==> config.mk <==
export PLATFORM = sky130hd
export DESIGN_NAME = adc_spi_reader
export DESIGN_NICKNAME = d
export VERILOG_FILES = /design/src/rtl/volt_meter_pkg.sv /design/src/rtl/tick_gen.sv /design/src/rtl/adc_spi_reader.sv
export SDC_FILE = /design/constraint.sdc
export NUM_CORES = 1
export LEC_CHECK = 0
export BUFFER_PORTS_ARGS = -buffer_cell sky130_fd_sc_hd__buf_2
export CORE_MARGIN = 2
export CORE_UTILIZATION = 36
export CTS_CLUSTER_DIAMETER = 200
export DETAILED_ROUTE_END_ITERATION = 8
export GPL_ROUTABILITY_DRIVEN = 1
export PLACE_DENSITY = 0.53
export REMOVE_ABC_BUFFERS = 1
export SYNTH_ARGS = -nofsm -noshare
export SYNTH_HDL_FRONTEND = slang
export SYNTH_SLANG_ARGS = --single-unit
==> constraint.sdc <==
create_clock -name clk -period 4.1 [get_ports clk]
set_clock_uncertainty 0.15 [all_clocks]
set_input_delay 0.615 -clock clk [delete_from_list [all_inputs] [get_ports clk]]
set_output_delay 0.615 -clock clk [all_outputs]
set_load 0.005 [all_outputs]
==> src/rtl/volt_meter_pkg.sv <==
// Shared types and defaults for the volt-meter datapath.
package volt_meter_pkg;

  typedef enum logic [2:0] {IDLE, SETUP, SHIFT, DONE, HOLD} adc_state_t;

  localparam int ADC_BITS_DEF = 10;

endpackage

==> src/rtl/tick_gen.sv <==
// Free-running divide-by-DIV counter; tick marks its last count, clr restarts it at zero.
module tick_gen
  import volt_meter_pkg::*;
#(
  parameter int DIV = 4
) (
  input  logic clk,
  input  logic reset,
  input  logic clr,
  output logic tick
);

  localparam int CW = (DIV > 1) ? $clog2(DIV) : 1;

  logic [CW-1:0] cnt;

  assign tick = (cnt == CW'(DIV - 1));

  always_ff @(posedge clk or negedge reset) begin
    if (!reset) begin
      cnt <= '0;
    end else if (clr || tick) begin
      cnt <= '0;
    end else begin
      cnt <= cnt + 1'b1;
    end
  end

endmodule

==> src/rtl/adc_spi_reader.sv <==
// SPI mode-0 master that reads one MSB-first conversion from a serial ADC per start request.
//   state | meaning
//   IDLE  | cs_n high, waiting for start
//   SETUP | cs_n low, one tick of CS-to-SCLK setup
//   SHIFT | toggle sclk every tick, capture miso on each rising toggle
//   DONE  | one cycle: release cs_n, publish sample, pulse sample_valid
//   HOLD  | two ticks of cs_n high before the next frame may start
module adc_spi_reader
  import volt_meter_pkg::*;
#(
  parameter int CLK_DIV   = 4,
  parameter int ADC_BITS  = ADC_BITS_DEF,
  parameter int LEAD_BITS = 3
) (
  input  logic                clk,
  input  logic                reset,
  input  logic                start,
  input  logic                miso,
  output logic                cs_n,
  output logic                sclk,
  output logic                busy,
  output logic [ADC_BITS-1:0] sample,
  output logic                sample_valid
);

  localparam int TOTAL = LEAD_BITS + ADC_BITS;
  localparam int TCW   = $clog2(2 * TOTAL);
  localparam int BCW   = $clog2(TOTAL + 1);

  if (CLK_DIV < 2) begin : g_div_check
    $error("adc_spi_reader: CLK_DIV must be at least 2");
  end

  adc_state_t state, next_state;

  logic                tick;
  logic                clr;
  logic [TCW-1:0]      tick_cnt;
  logic [BCW-1:0]      bit_cnt;
  logic [ADC_BITS-1:0] shift_reg;

  // Restart the divider whenever the state changes so every state starts a fresh tick period.
  assign clr = (next_state != state);

  tick_gen #(.DIV(CLK_DIV)) u_tick_gen (
    .clk   (clk),
    .reset (reset),
    .clr   (clr),
    .tick  (tick)
  );

  always_comb begin
    next_state = IDLE;
    case (state)
      IDLE:    next_state = start ? SETUP : IDLE;
      SETUP:   next_state = tick ? SHIFT : SETUP;
      SHIFT:   next_state = (tick && tick_cnt == TCW'(2 * TOTAL - 1)) ? DONE : SHIFT;
      DONE:    next_state = HOLD;
      HOLD:    next_state = (tick && tick_cnt == TCW'(1)) ? IDLE : HOLD;
      default: next_state = IDLE;
    endcase
  end

  always_ff @(posedge clk or negedge reset) begin
    if (!reset) begin
      state        <= IDLE;
      cs_n         <= 1'b1;
      sclk         <= 1'b0;
      busy         <= 1'b0;
      sample       <= '0;
      sample_valid <= 1'b0;
      tick_cnt     <= '0;
      bit_cnt      <= '0;
      shift_reg    <= '0;
    end else begin
      state        <= next_state;
      sample_valid <= 1'b0;

      if (clr) begin
        tick_cnt <= '0;
      end else if (tick) begin
        tick_cnt <= tick_cnt + 1'b1;
      end

      case (state)
        IDLE: begin
          if (start) begin
            cs_n    <= 1'b0;
            busy    <= 1'b1;
            bit_cnt <= '0;
          end
        end
        SHIFT: begin
          if (tick) begin
            sclk <= ~sclk;
            // Lead bits fall off the top of the register, leaving only the data bits.
            if (!sclk) begin
              shift_reg <= {shift_reg[ADC_BITS-2:0], miso};
              bit_cnt   <= bit_cnt + 1'b1;
            end
          end
        end
        DONE: begin
          cs_n         <= 1'b1;
          sample       <= shift_reg;
          sample_valid <= 1'b1;
        end
        HOLD: begin
          if (next_state == IDLE) begin
            busy <= 1'b0;
          end
        end
        default: ;
      endcase
    end
  end

endmodule

# Word level (Yosys, flattened, before mapping)
# Cells that the tools add are included.
[word_totals] in_bits=4 memories=0 latch_bits=0 ramBits=0 ff_bits=34 romBits=0 output_inout_bits=14
[classes] muxes=14 mul=0 magnitude_cmp=0 add_sub_neg=2 n_bitwise=1 n_eq_ne=10 div_mod_pow=0 shift=0 n_reduce_logical=12
[ops] cell="$pmux W3 S5" n=1
[ops] cell="$mux W5" n=2
[ops] cell="$eq A3 B2 Y1 const B" n=2
[ops] cell="$logic_not A3 Y1" n=2
[ops] cell="$mux W1" n=6
[ops] cell="$reduce_and A3 Y1" n=2
[ops] cell="$reduce_bool A2 Y1" n=3
[ops] cell="$add A5 B1 Y5 const B" n=1
[ops] cell="$eq A5 B1 Y1 const B" n=1
[ops] cell="$eq A5 B5 Y1 const B" n=1
[ops] cell="$mux W2" n=2
[ops] cell="$ne A2 B2 Y1 const B" n=2
[ops] cell="$pmux W1 S2" n=2
[ops] cell="$reduce_and A2 Y1" n=2
[ops] cell="$eq A3 B1 Y1 const B" n=1
[ops] cell="$eq A3 B3 Y1 const B" n=1
[ops] cell="$mux W3" n=1
[ops] cell="$ne A3 B3 Y1" n=1
[ops] cell="$add A2 B1 Y2 const B" n=1
[ops] cell="$eq A2 B2 Y1 const B" n=1
[ops] cell="$logic_and A1 B1 Y1" n=2
[ops] cell="$logic_or A1 B1 Y1" n=1
[ops] cell="$not A1 Y1" n=1

# Depth between registers and ports, before layout
[depth] depth_word=7 depth_mapped=5 ltp_nobuf=5

# Modules after synthesis
# Synthesis repeated with hierarchy kept, for this count alone.
[unflattened] cells_unflattened=108 area_unflattened_um2=1488.9
[modules_own_cells] mod="adc_spi_reader" area_per_inst_um2=1403.8 instances=1 cells_per_inst=103
[modules_own_cells] mod="tick_gen" area_per_inst_um2=85.1 instances=1 cells_per_inst=5

# Least setup slack after synthesis
# No wires, ideal clock.
[synth_path] kind="flip-flop to flip-flop" startpoint="reg state[0]" endpoint="reg shift_reg[0]" setup_slack_ps=2438 period_less_slack_ps=1662 path_buffers=2 arrival_time_ps=1387 path_stages_with_launch=6 cell_sequence="dfrtp_1 -> buf_2 -> and4bb_1 -> nor2b_1 -> buf_6 -> mux2_4"
[synth_via] elab_chain_cells=2
[synth_lines] item="start, declared" line_no="adc_spi_reader.sv:34" text="adc_state_t state, next_state;"
[synth_lines] item="start signal, assigned" line_no="adc_spi_reader.sv:76" text="state <= next_state;"
[synth_lines] item="$eq A3 B2 Y1" line_no="adc_spi_reader.sv:85" text="case (state)"
[synth_lines] item="$reduce_and A3 Y1 (no source line)"
[synth_lines] item="end signal, assigned" line_no="adc_spi_reader.sv:98" text="shift_reg <= {shift_reg[ADC_BITS-2:0], miso};"
[synth_lines] item="end, declared" line_no="adc_spi_reader.sv:40" text="logic [ADC_BITS-1:0] shift_reg;"
# No other way between the ends.
# A chain may end at the register's enable or synchronous reset.

# Worst setup path after layout
[layout_path] startpoint="reg u_tick_gen.cnt[0]" endpoint="reg shift_reg[9]"
[layout_via] elab_chain_cells=2
[layout_lines] item="start, declared" line_no="tick_gen.sv:15" text="logic [CW-1:0] cnt;"
[layout_lines] item="start signal, assigned" line_no="tick_gen.sv:25" text="cnt <= cnt + 1'b1;"
[layout_lines] item="$eq A2 B2 Y1" line_no="tick_gen.sv:17" text="assign tick = (cnt == CW'(DIV - 1));"
[layout_lines] item="$reduce_and A3 Y1 (no source line)"
# No other way between the ends.

==> results.txt <==
The switching power as a share of total power came out at 0.288. Pin placement for this block handled 18 I/O pins. After detailed routing, the met2 layer carries 1040 µm of wire. The fraction of the yosys area taken by sequential cells is 0.575.

The per-cell routed wire length was 13.6 µm. The tree is rooted in a sky130_fd_sc_hd__clkbuf_8. Wires add up to 2410 µm. TritonCTS built the clock tree.

In this run, the number of DRC markers left after iteration 0 of detailed routing was 74. In this run the worst path has a maximum fanout of 12. The number of buffers added to fix hold violations after cts is 0, and the maximum number of pins on one net before global-route repair is 35. In the final routing, the length of wire on met1 measures 1150 µm. The portion of synthesized cell area occupied by the leading cell type is 0.557. Across the run, the number of max-cap violations was 0.

Sorting the synthesized cells by how often they occur yields 33 x sky130_fd_sc_hd__dfrtp_1, 12 x sky130_fd_sc_hd__mux2_2, 10 x sky130_fd_sc_hd__mux2_4, 5 x sky130_fd_sc_hd__a31oi_1, 5 x sky130_fd_sc_hd__inv_1. The part of the power in the clock network was 0.330; the post-CTS setup buffer count was 0. The tools report the via count of the first global-routing pass as 825. The detailed router used layers up to and including met4.

Setup violations remaining at the end of the flow were counted as 0. On the critical path the largest part of the delay comes from simple AND/OR/NAND/NOR gates. The total routing usage reported by global routing came out at 0.120.

The part of the total power dissipated in combinational logic is 0.209. The die is 68.2 µm wide. Class of the most critical setup path: flip-flop to flip-flop.

The repair_antennas step left the layout with diodes totalling 0. The final cycle utilization of the critical path was 0.631; the net switching power was 271 µW. The most common cell in the synthesized netlist is sky130_fd_sc_hd__dfrtp_1. Clock latency of the later-clocked register in the worst-skew pair: 280 ps. The first-pass iteration count of the detailed router came out at 4. The combined buffer and inverter count along the critical path is 0, and the share of flip-flops with an asynchronous set or reset after synthesis is 1.00. After legalization and detailed placement, the total HPWL measured 1610 µm. The worst hold-check path type is input port to async pin. For the overall via count from detail_route, the log shows 865. The power per cell area works out to 548 nW/µm².

At the worst endpoint, the arrival time is 2610 ps. Setup repair after global routing left no endpoint under its margin. The hold violation count in the final report was 0. Traced cell by cell, the critical path runs through ha_1 > and4bb_1 > nor2b_1 > mux2_4. For the sequential share of power, the log shows 0.461. The worst setup path is captured at a flip-flop. The critical-path cell with the highest stage delay was sky130_fd_sc_hd__nor2b_1. The largest stage delay on the critical path was 930 ps. Launching element type of the critical path: a flip-flop.

Post-CTS repair changed the size of 0 cells. In the post-synthesis netlist, the biggest area contributors are sky130_fd_sc_hd__dfrtp_1 56%, sky130_fd_sc_hd__mux2_4 10%, sky130_fd_sc_hd__mux2_2 9.1%. For the finished layout, the period the worst path requires is 2590 ps. The first global-routing pass estimated 3930 µm of wire. After synthesis, the netlist uses 30 different library cells. The floorplan die area is 4650 µm², and the die boundary height is 68.2 µm. The number of port buffers was 17. The upper clock frequency limit was 387 MHz.

At the worst endpoint, the required time is 4120 ps. After clock tree synthesis, the clock-pin slew on the worst setup and hold paths is 60 ps. The flow ran to the end, and the final reports show no timing, DRC or antenna violations. The tools report the setup TNS as 0 ps. At the end of routability-driven placement, the weighted congestion stood at 0.726.

Synthesis produced a netlist whose cell count is 107. The final design area excluding fillers came out at 1720 µm². The worst slew margin relative to its limit was 0.215; the number of antenna-violating nets in the routed design was 0. Yosys mapped a number of flops with a built-in enable equal to 0. Cell taking the most area after synthesis: sky130_fd_sc_hd__dfrtp_1.

Counting the buffers created by CTS gives 5. The mean number of vias per cell works out to 4.89. The final net count is 134. For the floorplan core area, the log shows 3970 µm².

The run gives 0.868 nW as the static power due to leakage. The initialized floorplan defines 23 standard-cell rows. For the final number of max-transition violations, the log shows 0. The transition time at the pin with the least slew margin works out to 1180 ps.

The number of DRC violations after detailed routing is 0, and the number of warning messages in the yosys log is 0. IR analysis of the VDD net gives a maximum drop of 0.000208 V. The H-tree generated during clock tree synthesis spans 2 levels. The run gives 34 as the number of clock sinks. The initial antenna violation count is 0, and the global route total overflow is 0. The internal portion of the total power is 670 µW. The average size of a mapped cell is 13.9 µm², and the initial standard-cell utilization of the core is 0.373. For the placement-stage cell area, the log shows 1610 µm².

The share of the core filled with cells came out at 0.433. Relative to the synthesized area, the layout overhead comes to 15.9%. The longest clock path from root to sink contains 2 buffers. After detailed routing, the met3 layer carries 168 µm of wire.

The share of post-route cells with drive strength above 1 is 0.378. The synthesized netlist occupies a cell area of 1480 µm². Counting flops and latches in the post-synthesis netlist gives 34. Main flop type after synthesis: sky130_fd_sc_hd__dfrtp_1.
-- path summary, 6_finish.rpt --
path,from,to,slack [ps],cells past startpoint
min in group clk,u_tick_gen.cnt[0],u_tick_gen.cnt[0],310,1
max,u_tick_gen.cnt[0],shift_reg[9],1510,4
max in group asynchronous,reset,sample[9],3090,1
max reg2reg,u_tick_gen.cnt[0],shift_reg[9],1510,4
min,reset,busy,240,1
min reg2reg,u_tick_gen.cnt[0],u_tick_gen.cnt[0],310,1
-- stage by stage --
step | hold WS [ps] | worst slack, ps | cells | total power [mW]
finish | 239 | 1510 | 177 | 0.942
global route | 307 | 1370 | 177 | 0.992
CTS | 269 | 1490 | 177 | 0.953
detailed placement | 301 | 1500 | 170 | 0.639
global placement | 275 | 1600 | 170 | 0.631
floorplan | 169 | 1780 | 103 | 0.572
-- layout by cell type (no fill, tap or decap), types with 2 or more instances in the layout --
master | synthesis | routed
sky130_fd_sc_hd__a311oi_1 | 2 | 2
sky130_fd_sc_hd__a31oi_1 | 5 | 5
sky130_fd_sc_hd__buf_2 | 2 | 17
sky130_fd_sc_hd__clkbuf_8 | 0 | 6
sky130_fd_sc_hd__dfrtp_1 | 33 | 33
sky130_fd_sc_hd__ha_1 | 3 | 3
sky130_fd_sc_hd__inv_1 | 5 | 5
sky130_fd_sc_hd__mux2_2 | 12 | 12
sky130_fd_sc_hd__mux2_4 | 10 | 10
sky130_fd_sc_hd__nand2_1 | 4 | 4
sky130_fd_sc_hd__nand3_1 | 2 | 2
sky130_fd_sc_hd__nand4_1 | 2 | 2
sky130_fd_sc_hd__nor2_1 | 4 | 4
sky130_fd_sc_hd__nor2b_1 | 2 | 2
sky130_fd_sc_hd__o21ai_0 | 2 | 2
sky130_fd_sc_hd__xor2_1 | 4 | 4
-- power by group through the flow --
stage / Clock (mW) / Sequential [mW] / Combinational, mW
global route: 0.330 / 0.442 / 0.220
global placement: 0 / 0.437 / 0.193
finish: 0.311 / 0.434 / 0.197
CTS: 0.319 / 0.434 / 0.200
floorplan: 0 / 0.429 / 0.143
detailed placement: 0 / 0.440 / 0.198
-- kinds of logic (layout without fill, tap and decap cells) --
| group | Yosys count | count (layout) | share of synthesized area |
|---|---|---|---|
| DFF | 34 | 34 | 0.575 |
| xor gates and xnor gates | 5 | 5 | 0.0295 |
| AOI/OAI and AO/OA | 16 | 16 | 0.0810 |
| adders and majority gates | 3 | 3 | 0.0253 |
| and+or+nand+nor | 18 | 18 | 0.0675 |
| muxes | 22 | 22 | 0.192 |
| buffers and inverters | 9 | 29 | 0.0295 |
-- layer usage --
layer | vias to the layer above | global-route usage
met1 | 412 | 0.154
met5 | - | 0
met3 | 6 | 0.0592
met2 | 28 | 0.166
li1 | 419 | -
met4 | 0 | 0.0600
-- layout make-up --
type	instances	area, µm²
clock buffer	6	82.6
clock inverter	1	30.0
fill	370	2250
inverter	5	18.8
multi-input combinational	64	587
sequential	34	852
tap	50	62.6
timing repair buffer	17	85.1
No activity file was read; power rests on OpenSTA's default activity.
